File: src/rtl/intra_pkg.sv
// Shared definitions for the intra-prediction block fetchers: FSM states,
// fill value and width helpers used by the fetcher and its address generator.
package intra_pkg;

  typedef enum logic [2:0] {
    S_IDLE,
    S_TOP,
    S_ROWS,
    S_WAIT,
    S_HOLD
  } state_t;

  // Mid-grey fill for unavailable neighbours.
  function automatic int def_pix(input int pix_w);
    return 1 << (pix_w - 1);
  endfunction

  function automatic int lane_lsb(input int lane, input int pix_w);
    return lane * pix_w;
  endfunction

  function automatic int addr_width(input int frame_w, input int frame_h);
    return $clog2(frame_w * frame_h);
  endfunction

  function automatic int idx_width(input int frame_w, input int frame_h, input int blk);
    return $clog2((frame_w / blk) * (frame_h / blk));
  endfunction

endpackage

File: src/rtl/mb_addr_gen.sv
// Raster macroblock index to frame position, and the row-stepped read address
// (top neighbour row first when present, then the block rows).
module mb_addr_gen
  import intra_pkg::*;
#(
  parameter int BLK     = 8,
  parameter int FRAME_W = 256,
  parameter int FRAME_H = 256,
  parameter int IDX_W   = idx_width(FRAME_W, FRAME_H, BLK),
  parameter int ADDR_W  = addr_width(FRAME_W, FRAME_H)
) (
  input  logic              clk,
  input  logic              reset,
  input  logic              load,
  input  logic              step,
  input  logic [IDX_W-1:0]  mb_index,
  output logic              dec_top,
  output logic              dec_left,
  output logic [ADDR_W-1:0] addr
);

  localparam int MB_ROW = FRAME_W / BLK;

  int r0;
  int c0;
  int first;

  always_comb begin
    r0       = (int'(mb_index) / MB_ROW) * BLK;
    c0       = (int'(mb_index) % MB_ROW) * BLK;
    dec_top  = (r0 > 0);
    dec_left = (c0 > 0);
    // Base column steps one left to pick up the left neighbour; the top read
    // sits one row above the block.
    first    = r0 * FRAME_W + c0 - (dec_left ? 1 : 0) - (dec_top ? FRAME_W : 0);
  end

  always_ff @(posedge clk) begin
    if (reset) begin
      addr <= '0;
    end else if (load) begin
      addr <= ADDR_W'(first);
    end else if (step) begin
      addr <= addr + ADDR_W'(FRAME_W);
    end
  end

endmodule

File: src/rtl/mb_block_fetcher.sv
// Fetches one BLKxBLK block plus top/left/top-left neighbours, one frame row
// per cycle, and presents the result on a valid/ready handshake.
module mb_block_fetcher
  import intra_pkg::*;
#(
  parameter  int BLK     = 8,
  parameter  int FRAME_W = 256,
  parameter  int FRAME_H = 256,
  parameter  int PIX_W   = 8,
  localparam int ADDR_W  = addr_width(FRAME_W, FRAME_H),
  localparam int IDX_W   = idx_width(FRAME_W, FRAME_H, BLK)
) (
  input  logic                     clk,
  input  logic                     reset,
  input  logic                     start,
  input  logic [IDX_W-1:0]         mb_index,
  output logic                     busy,
  output logic                     idx_err,
  output logic                     rd_en,
  output logic [ADDR_W-1:0]        rd_addr,
  input  logic [(BLK+1)*PIX_W-1:0] rd_data,
  output logic                     blk_valid,
  input  logic                     blk_ready,
  output logic [BLK*BLK*PIX_W-1:0] blk_pix,
  output logic [BLK*PIX_W-1:0]     top_pix,
  output logic [BLK*PIX_W-1:0]     left_pix,
  output logic [PIX_W-1:0]         tl_pix,
  output logic                     top_avail,
  output logic                     left_avail
);

  localparam int              NUM_MB  = (FRAME_W / BLK) * (FRAME_H / BLK);
  localparam int              CNT_W   = $clog2(BLK);
  localparam logic [PIX_W-1:0] DEF_PIX = PIX_W'(def_pix(PIX_W));

  state_t               state;
  state_t               nxt;
  logic                 idx_ok;
  logic                 accept;
  logic                 bad;
  logic                 dec_top;
  logic                 dec_left;
  logic [ADDR_W-1:0]    addr;
  logic [CNT_W-1:0]     cnt;
  logic [CNT_W-1:0]     pv_row;
  logic                 pv;
  logic                 pv_top;
  logic [BLK*PIX_W-1:0] row_lanes;
  logic [PIX_W-1:0]     lane0;

  assign idx_ok    = (int'(mb_index) < NUM_MB);
  // Lane 0 carries the left neighbour whenever the block is not in column 0.
  assign row_lanes = rd_data[lane_lsb(int'(left_avail), PIX_W) +: BLK*PIX_W];
  assign lane0     = rd_data[PIX_W-1:0];

  mb_addr_gen #(
    .BLK     (BLK),
    .FRAME_W (FRAME_W),
    .FRAME_H (FRAME_H),
    .IDX_W   (IDX_W),
    .ADDR_W  (ADDR_W)
  ) u_addr_gen (
    .clk      (clk),
    .reset    (reset),
    .load     (accept),
    .step     (rd_en),
    .mb_index (mb_index),
    .dec_top  (dec_top),
    .dec_left (dec_left),
    .addr     (addr)
  );

  // NOTE: sequential state uses non-blocking assignments so every flop
  // samples pre-edge values regardless of process ordering.
  always_ff @(posedge clk) begin
    if (reset) state <= S_IDLE;
    else       state <= nxt;
  end

  // NOTE: nxt takes a default before the case, so no latch is inferred.
  always_comb begin
    nxt = state;
    unique case (state)
      S_IDLE: if (start && idx_ok) nxt = dec_top ? S_TOP : S_ROWS;
      S_TOP:  nxt = S_ROWS;
      S_ROWS: if (cnt == CNT_W'(BLK - 1)) nxt = S_WAIT;
      S_WAIT: nxt = S_HOLD;
      S_HOLD: if (blk_ready) nxt = S_IDLE;
      default: nxt = S_IDLE;
    endcase
  end

  always_comb begin
    rd_en     = 1'b0;
    rd_addr   = '0;
    blk_valid = 1'b0;
    accept    = 1'b0;
    bad       = 1'b0;
    busy      = (state != S_IDLE);
    unique case (state)
      S_IDLE: begin
        accept = start && idx_ok;
        bad    = start && !idx_ok;
      end
      S_TOP, S_ROWS: begin
        rd_en   = 1'b1;
        rd_addr = addr;
      end
      S_HOLD:  blk_valid = 1'b1;
      default: ;
    endcase
  end

  // pv/pv_top/pv_row follow each read by one cycle to steer its response.
  always_ff @(posedge clk) begin
    if (reset) begin
      // NOTE: the result registers are reset rather than left as plain
      // storage because every output must read 0 after reset.
      cnt        <= '0;
      pv         <= 1'b0;
      pv_top     <= 1'b0;
      pv_row     <= '0;
      idx_err    <= 1'b0;
      blk_pix    <= '0;
      top_pix    <= '0;
      left_pix   <= '0;
      tl_pix     <= '0;
      top_avail  <= 1'b0;
      left_avail <= 1'b0;
    end else begin
      idx_err <= bad;
      pv      <= rd_en;
      pv_top  <= (state == S_TOP);
      pv_row  <= cnt;
      if (state == S_ROWS) cnt <= cnt + 1'b1;
      if (accept) begin
        cnt        <= '0;
        top_avail  <= dec_top;
        left_avail <= dec_left;
        if (!dec_top)              top_pix  <= {BLK{DEF_PIX}};
        if (!dec_left)             left_pix <= {BLK{DEF_PIX}};
        if (!dec_top || !dec_left) tl_pix   <= DEF_PIX;
      end
      if (pv) begin
        if (pv_top) begin
          top_pix <= row_lanes;
          if (left_avail) tl_pix <= lane0;
        end else begin
          blk_pix[int'(pv_row)*BLK*PIX_W +: BLK*PIX_W] <= row_lanes;
          if (left_avail) left_pix[int'(pv_row)*PIX_W +: PIX_W] <= lane0;
        end
      end
    end
  end

endmodule

File: config.mk
export PLATFORM = sky130hd
export DESIGN_NAME = mb_block_fetcher
export DESIGN_NICKNAME = d
export VERILOG_FILES = /design/src/rtl/intra_pkg.sv /design/src/rtl/mb_addr_gen.sv /design/src/rtl/mb_block_fetcher.sv
export SDC_FILE = /design/constraint.sdc
export NUM_CORES = 1
export LEC_CHECK = 0
export CAP_MARGIN = 5
export CORE_AREA = 2 2 297 299
export DETAILED_ROUTE_END_ITERATION = 6
export DIE_AREA = 0 0 299 301
export PLACE_DENSITY_LB_ADDON = 0.1
export REMOVE_ABC_BUFFERS = 1
export SLEW_MARGIN = 0
export SYNTH_ARGS = -nofsm -noshare
export SYNTH_HDL_FRONTEND = slang
export SYNTH_SLANG_ARGS = --single-unit
File: constraint.sdc
create_clock -name clk -period 3.6 [get_ports clk]
set_input_delay 0.36 -clock clk [delete_from_list [all_inputs] [get_ports clk]]
set_output_delay 0.36 -clock clk [all_outputs]
set_load 0.03 [all_outputs]
== Word level (Yosys, flattened, before mapping) ==
Cells that the tools add are included.

* Bits in registers: 677
* Logic and storage cells: 75

* Add/subtract/negate cells: 7
* $lt $le $gt $ge: 2
* Equal/unequal tests: 8
* Shifts and indexed selects: 5
* Muxes and demuxes: 30
* Bitwise logic cells: 1
* Reduce and logical (&&, ||, !) cells: 10

{| class="wikitable"
|+ Operators with widths
! cell !! number
|-
| $mux W64 || 10
|-
| $bwmux W512 || 1
|-
| $shift A64 B33 Y512 const A || 1
|-
| $shiftx A64 B33 Y512 || 1
|-
| $shiftx A72 B5 Y64 || 1
|-
| $bwmux W64 || 1
|-
| $shift A8 B33 Y64 const A || 1
|-
| $shiftx A8 B33 Y64 || 1
|-
| $mux W16 || 3
|-
| $mux W8 || 5
|-
| $neg A6 Y33 || 1
|-
| $neg A9 Y33 || 1
|-
| $sub A16 B16 Y16 || 2
|-
| $add A16 B8 Y16 || 1
|-
| $add A16 B9 Y16 const B || 1
|-
| $gt A8 B1 Y1 const B || 2
|-
| $pmux W3 S5 || 1
|-
| $mux W3 || 3
|-
| $mux W9 || 1
|-
| $eq A3 B2 Y1 const B || 2
|-
| $eq A3 B3 Y1 const B || 2
|-
| $ne A2 B2 Y1 const B || 3
|-
| $mux W1 || 4
|-
| $reduce_or A2 Y1 || 2
|-
| 11 further kinds || 12
|}

== Depth between registers and ports, before layout ==
Gate-level depths: netlist (run 1).

* Depth in word-level cells: 8
* Gate-level depth with buffers: 11
* Mapped depth without buffers: 7

== Hierarchy ==
Synthesis (run 1) repeated with hierarchy kept, for this count alone.

* Cell total of the unflattened synthesis: 2,974
* Area, all modules: 28,117.0 sq um

{| class="wikitable"
|+ Modules (own cells, without submodules)
! module !! times used !! cells an instance !! area an instance (sq um) !! seq. area each (sq um)
|-
| mb_block_fetcher || 1 || 2,875 || 27,294.9 || 13,232.7
|-
| mb_addr_gen || 1 || 99 || 822.0 || 280.3
|}

== Worst setup path after synthesis (run 1) ==
Ideal clock, no wire load.

* Kind: reg-to-reg
* Start point: reg pv_row[0]
* End point: reg blk_pix[456]
* Setup time: 0.086 ns
* Data arrival time: 2.360 ns
* Required time: 3.514 ns
* Path slack: 1.155 ns
* Stages on the path, launching flop included: 12
* Path buffers: 4
* Clock period less this slack: 2.445 ns
* Cell sequence: dfxtp_1 inv_1 ha_1 ha_1 buf_2 or4b_1 buf_2 nor2_2 buf_4 buf_6 nor2_1 a211oi_1

* Longest elaborated chain between the ends: 3
* Elaborated cells on any way between the ends: 4

{| class="wikitable"
|+ Ends and longest elaborated chain
! item !! line !! RTL
|-
| from (decl) || mb_block_fetcher.sv:45 || <nowiki>logic [CNT_W-1:0] pv_row;</nowiki>
|-
| from (signal assigned) || mb_block_fetcher.sv:134 || <nowiki>pv_row <= cnt;</nowiki>
|-
| $neg A9 Y33 * || mb_block_fetcher.sv:149 || <nowiki>blk_pix[int'(pv_row)*BLK*PIX_W +: BLK*PIX_W] <= row_lanes;</nowiki>
|-
| $shiftx A64 B33 Y512 / $shift A64 B33 Y512 (equally long branches) || mb_block_fetcher.sv:149 ||
|-
| $bwmux W512 * || mb_block_fetcher.sv:149 ||
|-
| to (signal, indexed assignment) || mb_block_fetcher.sv:149 ||
|-
| to (decl) || mb_block_fetcher.sv:24 || <nowiki>output logic [BLK*BLK*PIX_W-1:0] blk_pix,</nowiki>
|}

Mark *: on every way between the ends. The rest lies on a longest branch, timed or not.
A chain may end at the register's enable or synchronous reset.

== Final worst setup path (run 1) ==
* Start point: reg state[1]
* End point: out rd_addr[2]

* Longest elaborated chain between the ends: 3
* Elaborated cells on any way between the ends: 4

{| class="wikitable"
|+ Ends and longest elaborated chain
! item !! line !! RTL
|-
| from (decl) || mb_block_fetcher.sv:36 || <nowiki>state_t state;</nowiki>
|-
| from (signal assigned) || mb_block_fetcher.sv:77 || <nowiki>else state <= nxt;</nowiki>
|-
| $eq A3 B1 Y1 / $eq A3 B2 Y1 (equally long branches) || mb_block_fetcher.sv:100 || <nowiki>unique case (state)</nowiki>
|-
| $reduce_or A2 Y1 * || mb_block_fetcher.sv:100 ||
|-
| $mux W16 * || mb_block_fetcher.sv:100 ||
|-
| to (decl) || mb_block_fetcher.sv:20 || <nowiki>output logic [ADDR_W-1:0] rd_addr,</nowiki>
|}

Marked as above.

==> results of run 1 <==
-- metrics by stage --
step,utilization,cell area (um^2),worst slack [ns]
CTS,0.411,35500,0.0243
detailed placement,0.379,32800,0.718
floorplan,-,23100,-2.23
finish,0.411,35500,0.246
global route,0.411,35500,0.0589
global placement,0.379,32800,0.817
-- routing by layer --
metal,global-route usage,part of all wire,vias to the layer above
met3,0.0569,0.064,135
met4,0.0683,0.029,4
li1,-,-,10300
met1,0.270,0.41,10400
met5,0,0.00029,-
met2,0.389,0.50,705
-- area by class of cell --
class                   count  area (um^2)
fillers                  8448        50900
flip-flops and latches    675        13500
multi-input cells        1568         9560
repair buffers            806         8170
clock buffers             111         2260
well taps                1155         1450
clock inverters            28          469
inverters                  31          120
-- critical path, stage by stage (launching register included) --
cell and delay (ns):
dfxtp_1 0.59, xnor2_1 0.21, or2_2 0.37, clkinvlp_4 0.28
and2_1 0.24, clkdlybuf4s50_1 0.69
-- cells by family after synthesis --
group	Yosys count	synth area share
adders and majority gates	7	0.00362
DFF	675	0.559
muxes	74	0.0309
other	1	0.000155
buffers and inverters	265	0.0488
and+or+nand+nor	771	0.141
AOI/OAI and AO/OA	711	0.215
xor gates and xnor gates	4	0.00145
-- how the worst max path moves through the flow --
stage,slack [ns],to,start
2_1_floorplan,-2.23,blk_pix[192],pv_row[0]
3_3_place_gp,0.82,rd_addr[2],state[1]
3_5_place_dp,0.72,rd_addr[2],state[1]
4_1_cts,0.02,rd_addr[2],state[1]
5_1_grt,0.06,rd_addr[0],state[1]
6_report,0.25,rd_addr[2],state[1]
-- placed cells by master (no fill, tap or decap), types with 4 or more instances in the layout --
| master | n |
|---|---|
| clkbuf_16 | 80 |
| a21oi_1 | 110 |
| clkdlybuf4s50_1 | 753 |
| nor2_1 | 458 |
| or2_2 | 5 |
| a22o_1 | 21 |
| o21ai_0 | 12 |
| mux2i_1 | 67 |
| xnor2_1 | 4 |
| and2_1 | 15 |
| o21a_1 | 8 |
| a221oi_1 | 4 |
| bufinv_16 | 10 |
| nand2_1 | 115 |
| a31oi_1 | 14 |
| dfxtp_1 | 674 |
| nand3b_1 | 34 |
| ha_1 | 7 |
| nand3_1 | 23 |
| buf_12 | 18 |
| clkinv_2 | 9 |
| o32ai_1 | 20 |
| clkbuf_8 | 14 |
| nand4_1 | 8 |
| inv_1 | 28 |
| o2bb2ai_1 | 56 |
| o22ai_1 | 10 |
| or3_1 | 49 |
| buf_4 | 34 |
| nor3_1 | 20 |
| nor2b_1 | 9 |
| a211oi_1 | 435 |
| nor4b_1 | 4 |
| and3_4 | 4 |
| mux2_2 | 6 |
| clkbuf_1 | 17 |
-- sequential cells by signal (all words and copies together), names as in the netlist, 3 cells and up --
register	flops
state	3
left_pix	64
tl_pix	8
blk_pix	512
top_pix	64
cnt	3
pv_row	3
u_addr_gen.addr	14
-- timing repair --
action,in CTS,in global routing
resized for setup,0,1
endpoints found under the setup margin,0,15
hold buffers,0,0
-- power by group through the flow --
stage	Clock, mW	Sequential [mW]	Combinational, mW
final	8.45	7.75	1.91
after global routing	8.94	7.77	2.03
after CTS	8.64	7.75	1.93
after detailed placement	0	7.91	1.92
after global placement	0	7.91	1.90
after floorplan	0	8.17	0.692
==> summary.txt, run 1 <==
Timing
  • Slew headroom: 0.237
  • Fin. max-slew vios: 0
  • Tmin final: 3.35 ns
  • Fin. Hold Viols: 0
  • Min Hold Slack: 0.144 ns
  • Final setup fails: 0
  • Setup_tns: 0 ns
  • Fmax: 298 MHz
  • Clock Skews: 0.0304 ns
  • Worst slew pin tran: 1.11 ns
  • Period utilisation layout: 0.932
  • RSZ-0062 raised after global routing: false

Synthesis
  • Post-synth EDFFs: 0
  • YS warnings: 0
  • Synth Area per Inst: 9.64 um^2
  • Post-synth top cells: dfxtp_1 (675), nor2_1 (460), a211oi_1 (435), clkbuf_1 (145), nand2_1 (117)
  • Cell variety after synth: 63
  • Syn Std Cell Area: 24200 um^2
  • Ranking of synthesized cells by area: dfxtp_1 (56%), a211oi_1 (14%), nor2_1 (7.1%)
  • Sequential area share after synthesis: 0.559
  • Synth area leader: dfxtp_1
  • Synth Register Bits: 675
  • Post-synth ARST share: 0
  • Synth top area share: 0.559
  • Top-count cell post-synth: dfxtp_1
  • Ys flop type: dfxtp_1
  • Synthesized instance count: 2508

Critical path
  • R2r startpoint: pv_row[0]
  • WP data required: 3.24 ns
  • Crit path kind: reg -> out
  • Reg2Reg Depth: 9
  • CP Data Arrival Time: 2.99 ns
  • CP Max Fanout: 20
  • Worst setup SP type: register
  • R2R setup slack: 0.76 ns
  • Crit end category: output port
  • R2R Path End: blk_pix[62]

Die
  • Starting Density: 0.280
  • Die width: 299 um
  • Die area: 90000 um^2
  • Chip height: 301 um
  • Ports: 756
  • Rows: 108
  • Core footprint: 86500 um^2

Placed design
  • Placed insts: 4235
  • GPL Wtd Cong: 0.819
  • Hpwl dp: 73600 um
  • Port Buffers: 754

GRT
  • Total gr overflow: 0
  • Initial antenna violation count: 2
  • Vias in the first global route: 20700
  • Largest net degree at the start of global routing: 199
  • All-Layer GR Usage: 0.224
  • First-pass GRT wire length: 151000 um

Route
  • Vias/cell: 4.94
  • Vias: 21600
  • Detailed Route Iter0 Violations: 1312
  • Antenna Nets Post-Route: 0
  • Avg WL per Cell: 24.0 um
  • Post-Route WL: 105000 um
  • DRT Pass-1 Iters: 5
  • Post-route DRC: 0

Clock tree
  • # Post-CTS Setup Buffers: 0
  • Clock latency at the later pin of the worst-skew pair: 0.62 ns
  • CTS max path bufs: 3
  • # H-tree levels: 3
  • TritonCTS clock tree: done
  • Worst-path clk slew: 0.06 ns
  • Total CTS buffers: 79
  • Root buffer cell: clkbuf_16
  • Clock Sinks: 675

Hold path
  • Hold WC Path Type: in -> reg
  • Hold EP: blk_pix[395]
  • Worst Hold Launch: reset
  • Hold Crit Depth: 2

Power and ir drop
  • Comb power frac: 0.106
  • Switching share of total power: 0.261
  • P_int: 13.4 mW
  • Clk network pwr share: 0.466
  • Maximum vdd ir drop: 0.380 mV
  • Final Power: 18.1 mW
  • Pwr dens: 510 nW/um^2
  • Lkg Pwr: 11.4 nW
  • Seq pwr share: 0.428
  • Switching power: 4.72 mW

Final layout
  • Final #Nets: 3254
  • Non-Filler Instances: 4374
  • Layout cell share with drive strength beyond 1: 0.0662
  • Syn-to-layout area delta: 47.0%
  • Final antenna diode count: 0

Run
  • Max_cap viols: 0

Run status
  • Run status: finished, final reports clean
Note: power is estimated with default switching activity, not from simulation.
==> inputs of run 2 (changes only) <==
--- a/config.mk
+++ b/config.mk
@@ -11,2 +11,3 @@
 export DIE_AREA = 0 0 299 301
+export HOLD_SLACK_MARGIN = 0.02
 export PLACE_DENSITY_LB_ADDON = 0.1
==> constraint.sdc (replaced) <==
create_clock -name clk -period 3.6 [get_ports clk]
set_input_delay 0.72 -clock clk [delete_from_list [all_inputs] [get_ports clk]]
set_output_delay 0.72 -clock clk [all_outputs]
set_load 0.03 [all_outputs]
==> run 2 against run 1 <==
Compared with the run above:
- wire length fell by 0.32%
- combinational power about the same
- via count about the same
- clock skew fell by 0.0021 ns
- critical path depth unchanged
- critical path type unchanged
- largest power group unchanged
==> summary.txt, run 2 (synthesized netlist as in run 1, its figures left out) <==
Final layout
  • Max reg flops: 512
  • Reg area: 13500 um^2
  • Final #Nets: 3267
  • Most common cell after layout, fill and taps aside: clkdlybuf4s50_1
  • Most frequent cells in the layout: clkdlybuf4s50_1 (750), dfxtp_1 (673), nor2_1 (458)
  • Multi-input logic area: 9560 um^2
  • Fill count: 8464
  • Biggest regs: blk_pix x512, left_pix x64, top_pix x64
  • Syn-to-layout area delta: 46.9%
  • Layout cell share with drive strength beyond 1: 0.0685
  • Final instance area: 35500 um^2
  • Non-Filler Instances: 4381
  • Final antenna diode count: 0
  • Top reg by flops: blk_pix

Clock tree
  • CTS max path bufs: 3
  • Clock Sinks: 675
  • Total CTS buffers: 78
  • Root buffer cell: clkbuf_16
  • Hold-fix buffers at CTS: 0
  • Worst-path clk slew: 0.06 ns
  • TritonCTS clock tree: done
  • # H-tree levels: 3
  • Clock latency at the later pin of the worst-skew pair: 0.63 ns

Timing
  • Final setup fails: 0
  • Clock Skews: 0.0283 ns
  • RSZ-0062 raised after global routing: false
  • Tmin final: 3.42 ns
  • Slew headroom: 0.156
  • Worst slew pin tran: 1.27 ns
  • Fin. Hold Viols: 0
  • Fmax: 293 MHz
  • Period utilisation layout: 0.949
  • Fin. max-slew vios: 0

Critical path
  • Crit path kind: reg -> out
  • WP data required: 2.88 ns
  • Worst setup SP type: register
  • CP Max Fanout: 13
  • CP Data Arrival Time: 2.70 ns
  • Crit end category: output port

Route
  • Post-Route WL: 105000 um
  • Detailed Route Iter0 Violations: 1174
  • Vias: 21600
  • Vias/cell: 4.93
  • Antenna Nets Post-Route: 0
  • DRT Pass-1 Iters: 5
  • Avg WL per Cell: 23.9 um
  • Post-route DRC: 0

Run
  • Max_cap viols: 0

Power and ir drop
  • Clk network pwr share: 0.448
  • P_int: 12.9 mW
  • Seq pwr share: 0.442
  • Lkg Pwr: 11.5 nW
  • Switching share of total power: 0.262
  • Comb power frac: 0.109
  • Pwr dens: 494 nW/um^2
  • Maximum vdd ir drop: 0.383 mV
  • Switching power: 4.59 mW

GRT
  • Vias in the first global route: 20800
  • First-pass GRT wire length: 150000 um
  • Largest net degree at the start of global routing: 189
  • Total gr overflow: 0
  • Initial antenna violation count: 3
  • All-Layer GR Usage: 0.222

Die
  • Die area: 90000 um^2
  • Starting Density: 0.280
  • Core footprint: 86500 um^2
  • Rows: 108
  • Ports: 756
  • Die width: 299 um
  • Chip height: 301 um

Placed design
  • Placed cell areas: 33000 um^2
  • Port Buffers: 754
  • Hpwl dp: 74100 um
  • Placed insts: 4249
  • GPL Wtd Cong: 0.877

Hold path
  • Hold WC Path Type: in -> reg

Run status
  • Run status: finished, final reports clean
[run 2: cell type report]
class | instances | share of cell area
sequential | 675 | 0.381
multi-input combinational | 1568 | 0.269
tap | 1155 | 0.0407
timing repair buffer | 820 | 0.235
clock inverter | 19 | 0.00694
clock buffer | 113 | 0.0644
inverter | 31 | 0.00338
[run 2: timing repair]
item,4_1_cts,5_1_grt
cloned,0,0
endpoints found under the setup margin,15,3
setup buffers,0,0
gates resized for setup,2,3
[run 2: power groups by stage]
| stage | logic (mW) | clock network [mW] | registers [mW] |
|---|---|---|---|
| after floorplan | 0.692 | 0 | 8.17 |
| after global placement | 1.92 | 0 | 7.91 |
| after detailed placement | 1.93 | 0 | 7.92 |
| after CTS | 1.94 | 8.07 | 7.75 |
| after global routing | 2.04 | 8.39 | 7.77 |
| final | 1.92 | 7.86 | 7.75 |
[run 2: metrics by stage]
step | hold slack (ns) | power, mW | TNS, ns | worst slack [ns] | util
2_1_floorplan | 0.421 | 8.86 | -519.80 | -2.23 | -
3_3_place_gp | 0.438 | 9.83 | 0 | 0.523 | 0.381
3_5_place_dp | 0.443 | 9.84 | 0 | 0.466 | 0.381
4_1_cts | 0.353 | 17.8 | 0 | 0.0455 | 0.411
5_1_grt | 0.374 | 18.2 | 0 | 0.0421 | 0.411
6_report | 0.390 | 17.5 | 0 | 0.184 | 0.411
[run 2: critical path: stages (launching register included)]
cell and delay [ns]:
dfxtp_2 0.47, xnor2_1 0.18, or2_2 0.37, clkinvlp_4 0.18, and2_1 0.20, clkdlybuf4s50_1 0.69
[run 2: worst paths after layout]
check	startpoint	slack, ns	endpoint	cells past startpoint
setup / recovery	state[1]	0.18	rd_addr[2]	5
hold / removal	reset	0.39	blk_pix[479]	2
hold reg to reg	blk_pix[115]	0.45	blk_pix[115]	2
setup reg to reg	pv_row[0]	0.71	blk_pix[254]	9
[run 2: layer usage]
layer  vias to the layer above  wire length (um)  global-route usage
li1                      10400                 -                   -
met1                     10400             43300               0.269
met2                       690             51700               0.385
met3                       132              6780              0.0562
met4                         4              2970              0.0706
met5                         -                27                   0
==> inputs of run 3 (changes only) <==
Settings changed: CORE_AREA 2 2 297 299 to 2 2 290 292, DIE_AREA 0 0 299 301 to 0 0 292 294, GPL_ROUTABILITY_DRIVEN from default to 0, REMOVE_ABC_BUFFERS 1 to default.
==> run 3 against run 2 <==
Compared with the run above:
- wire length grew 3.4%
- clock power grew 5.9%
- via count grew 1.1%
- hold slack gained 0.061 ns
- clock-buffer cell count grew 1
- sequential share of layout area shrank 0.28 points
- non-clock buffer count grew 38
- register-to-register slack gained 0.06 ns
- critical endpoint is now rd_addr[0]
- highest routed layer unchanged
==> summary.txt, run 3 (synthesized netlist as in run 1, its figures left out) <==
Critical path
  • Worst path bufs/invs: 2
  • R2R setup slack: 0.77 ns
  • Number of cells on the critical path: 5
  • WP data required: 2.88 ns
  • Cell-by-cell trace of the critical path: xnor2_1, or2_2, clkinvlp_4, and2_1, clkdlybuf4s50_1
  • R2R Path End: left_pix[7]
  • CP Max Fanout: 17
  • Critical path startpoint: state[1]
  • Largest delay share family, worst path: buffers and inverters
  • Max stage delay on crit path: 0.68 ns
  • Crit path kind: reg -> out
  • CP Data Arrival Time: 2.70 ns
  • Crit end category: output port
  • Worst setup SP type: register
  • R2r startpoint: pv_row[0]
  • Setup crit end: rd_addr[0]
  • Critical-path top delay cell: clkdlybuf4s50_1
  • Reg2Reg Depth: 7

Clock tree
  • Hold-fix buffers at CTS: 0
  • Clock Sinks: 675
  • TritonCTS clock tree: done
  • # H-tree levels: 3
  • Root buffer cell: clkbuf_16
  • Total CTS buffers: 79
  • # Post-CTS Setup Buffers: 0
  • Worst-path clk slew: 0.06 ns
  • Clock latency at the later pin of the worst-skew pair: 0.63 ns
  • Post-CTS sizing: 2
  • CTS max path bufs: 3

Timing
  • Fin. max-slew vios: 0
  • Final setup fails: 0
  • Tmin final: 3.42 ns
  • Worst slew pin tran: 1.23 ns
  • Slew headroom: 0.158
  • Worst setup margin: 0.178 ns
  • Period utilisation layout: 0.951
  • Setup_tns: 0 ns
  • Fmax: 292 MHz
  • RSZ-0062 raised after global routing: false
  • Clock Skews: 0.0190 ns
  • Min Hold Slack: 0.451 ns
  • Fin. Hold Viols: 0

Route
  • Vias/cell: 5.01
  • Avg WL per Cell: 24.8 um
  • DRT Pass-1 Iters: 5
  • Detailed Route Iter0 Violations: 1138
  • Post-Route WL: 108000 um
  • Antenna Nets Post-Route: 0
  • Post-route DRC: 0
  • Vias: 21800

GRT
  • First-pass GRT wire length: 154000 um
  • All-Layer GR Usage: 0.242
  • Initial antenna violation count: 12
  • Grt met3 use: 0.0693
  • Most used routing layer: met2
  • Met1 Use GR: 0.293
  • Vias in the first global route: 21100
  • Total gr overflow: 0
  • Largest net degree at the start of global routing: 117
  • Met2 Use GR: 0.406

Placed design
  • Place WS: 0.543 ns
  • Port Buffers: 754
  • Hpwl dp: 77800 um

Hold path
  • Hold WC Path Type: reg -> reg

Final layout
  • Top reg by flops: blk_pix
  • Layout cell share with drive strength beyond 1: 0.0834
  • Final #Nets: 3306
  • Most common cell after layout, fill and taps aside: clkdlybuf4s50_1
  • Syn-to-layout area delta: 48.0%
  • Most frequent cells in the layout: clkdlybuf4s50_1 (753), dfxtp_1 (672), nor2_1 (458)
  • Biggest regs: blk_pix x512, left_pix x64, top_pix x64
  • Reg area: 13500 um^2
  • Fill count: 8001
  • Max reg flops: 512
  • Multi-input logic area: 9570 um^2

Die
  • Ports: 756
  • Starting Density: 0.292
  • Die width: 292 um
  • Chip height: 294 um
  • Die area: 85800 um^2
  • Rows: 106
  • Core footprint: 82900 um^2

Power and ir drop
  • Lkg Pwr: 11.6 nW
  • Pwr dens: 507 nW/um^2
  • Maximum vdd ir drop: 0.352 mV

Run
  • Max_cap viols: 0

Run status
  • Run status: finished, final reports clean

Synthesis
  • Synth Net Count: 2601
run 3: changes by cell type in the layout (fill, tap and decap cells not counted), sizes merged:
cell | previous run | this run
dlymetal6s2s | 3 | 0
inv | 31 | 33
clkbuf | 113 | 114
clkdlybuf4s50 | 750 | 753
clkinv | 14 | 17
diode | 0 | 6
buf | 67 | 105
bufinv | 3 | 7
run 3: cell type report:
class / instances / area share
flip-flops and latches: 675 / 0.378
multi-input cells: 1568 / 0.268
clock buffers: 114 / 0.0643
clock inverters: 28 / 0.0111
diodes: 6 / 0.000420
well taps: 1080 / 0.0378
inverters: 31 / 0.00336
repair buffers: 858 / 0.238
run 3: where the power goes:
part / switching (mW) / internal, mW
Combinational: 1.34 / 0.722
Clock: 3.34 / 4.98
Sequential: 0.131 / 7.63
run 3: worst min-delay path by stage:
stage | startpoint | to | slack [ns] | cells past startpoint
global placement | blk_pix[389] | blk_pix[389] | 0.44 | 2
floorplan | u_addr_gen.addr[7] | u_addr_gen.addr[7] | 0.43 | 2
CTS | blk_pix[99] | blk_pix[99] | 0.45 | 2
global route | blk_pix[390] | blk_pix[390] | 0.47 | 2
finish | blk_pix[402] | blk_pix[402] | 0.45 | 2
detailed placement | blk_pix[407] | blk_pix[407] | 0.44 | 2
run 3: layer usage:
layer  vias up  routed length (um)
met4        12                3850
li1      10500                   -
met1     10400               45100
met5         -                  78
met2       738               51500
met3       169                7790
run 3: through the flow:
| step | power (mW) | utilization | cells | cell area, um^2 |
|---|---|---|---|---|
| after floorplan | 8.96 | - | 2508 | 24200 |
| after global placement | 9.98 | 0.399 | 4212 | 33100 |
| after detailed placement | 10.0 | 0.399 | 4212 | 33100 |
| after CTS | 18.3 | 0.432 | 4354 | 35800 |
| after global routing | 18.8 | 0.432 | 4360 | 35800 |
| final | 18.1 | 0.432 | 4360 | 35800 |
run 3: worst min-delay path, delay by kind of cell (launching register included):
family / cells / cell delay (ns)
and+or+nand+nor: 1 / 0.05
AOI/OAI and AO/OA: 1 / 0.05
DFF: 1 / 0.31
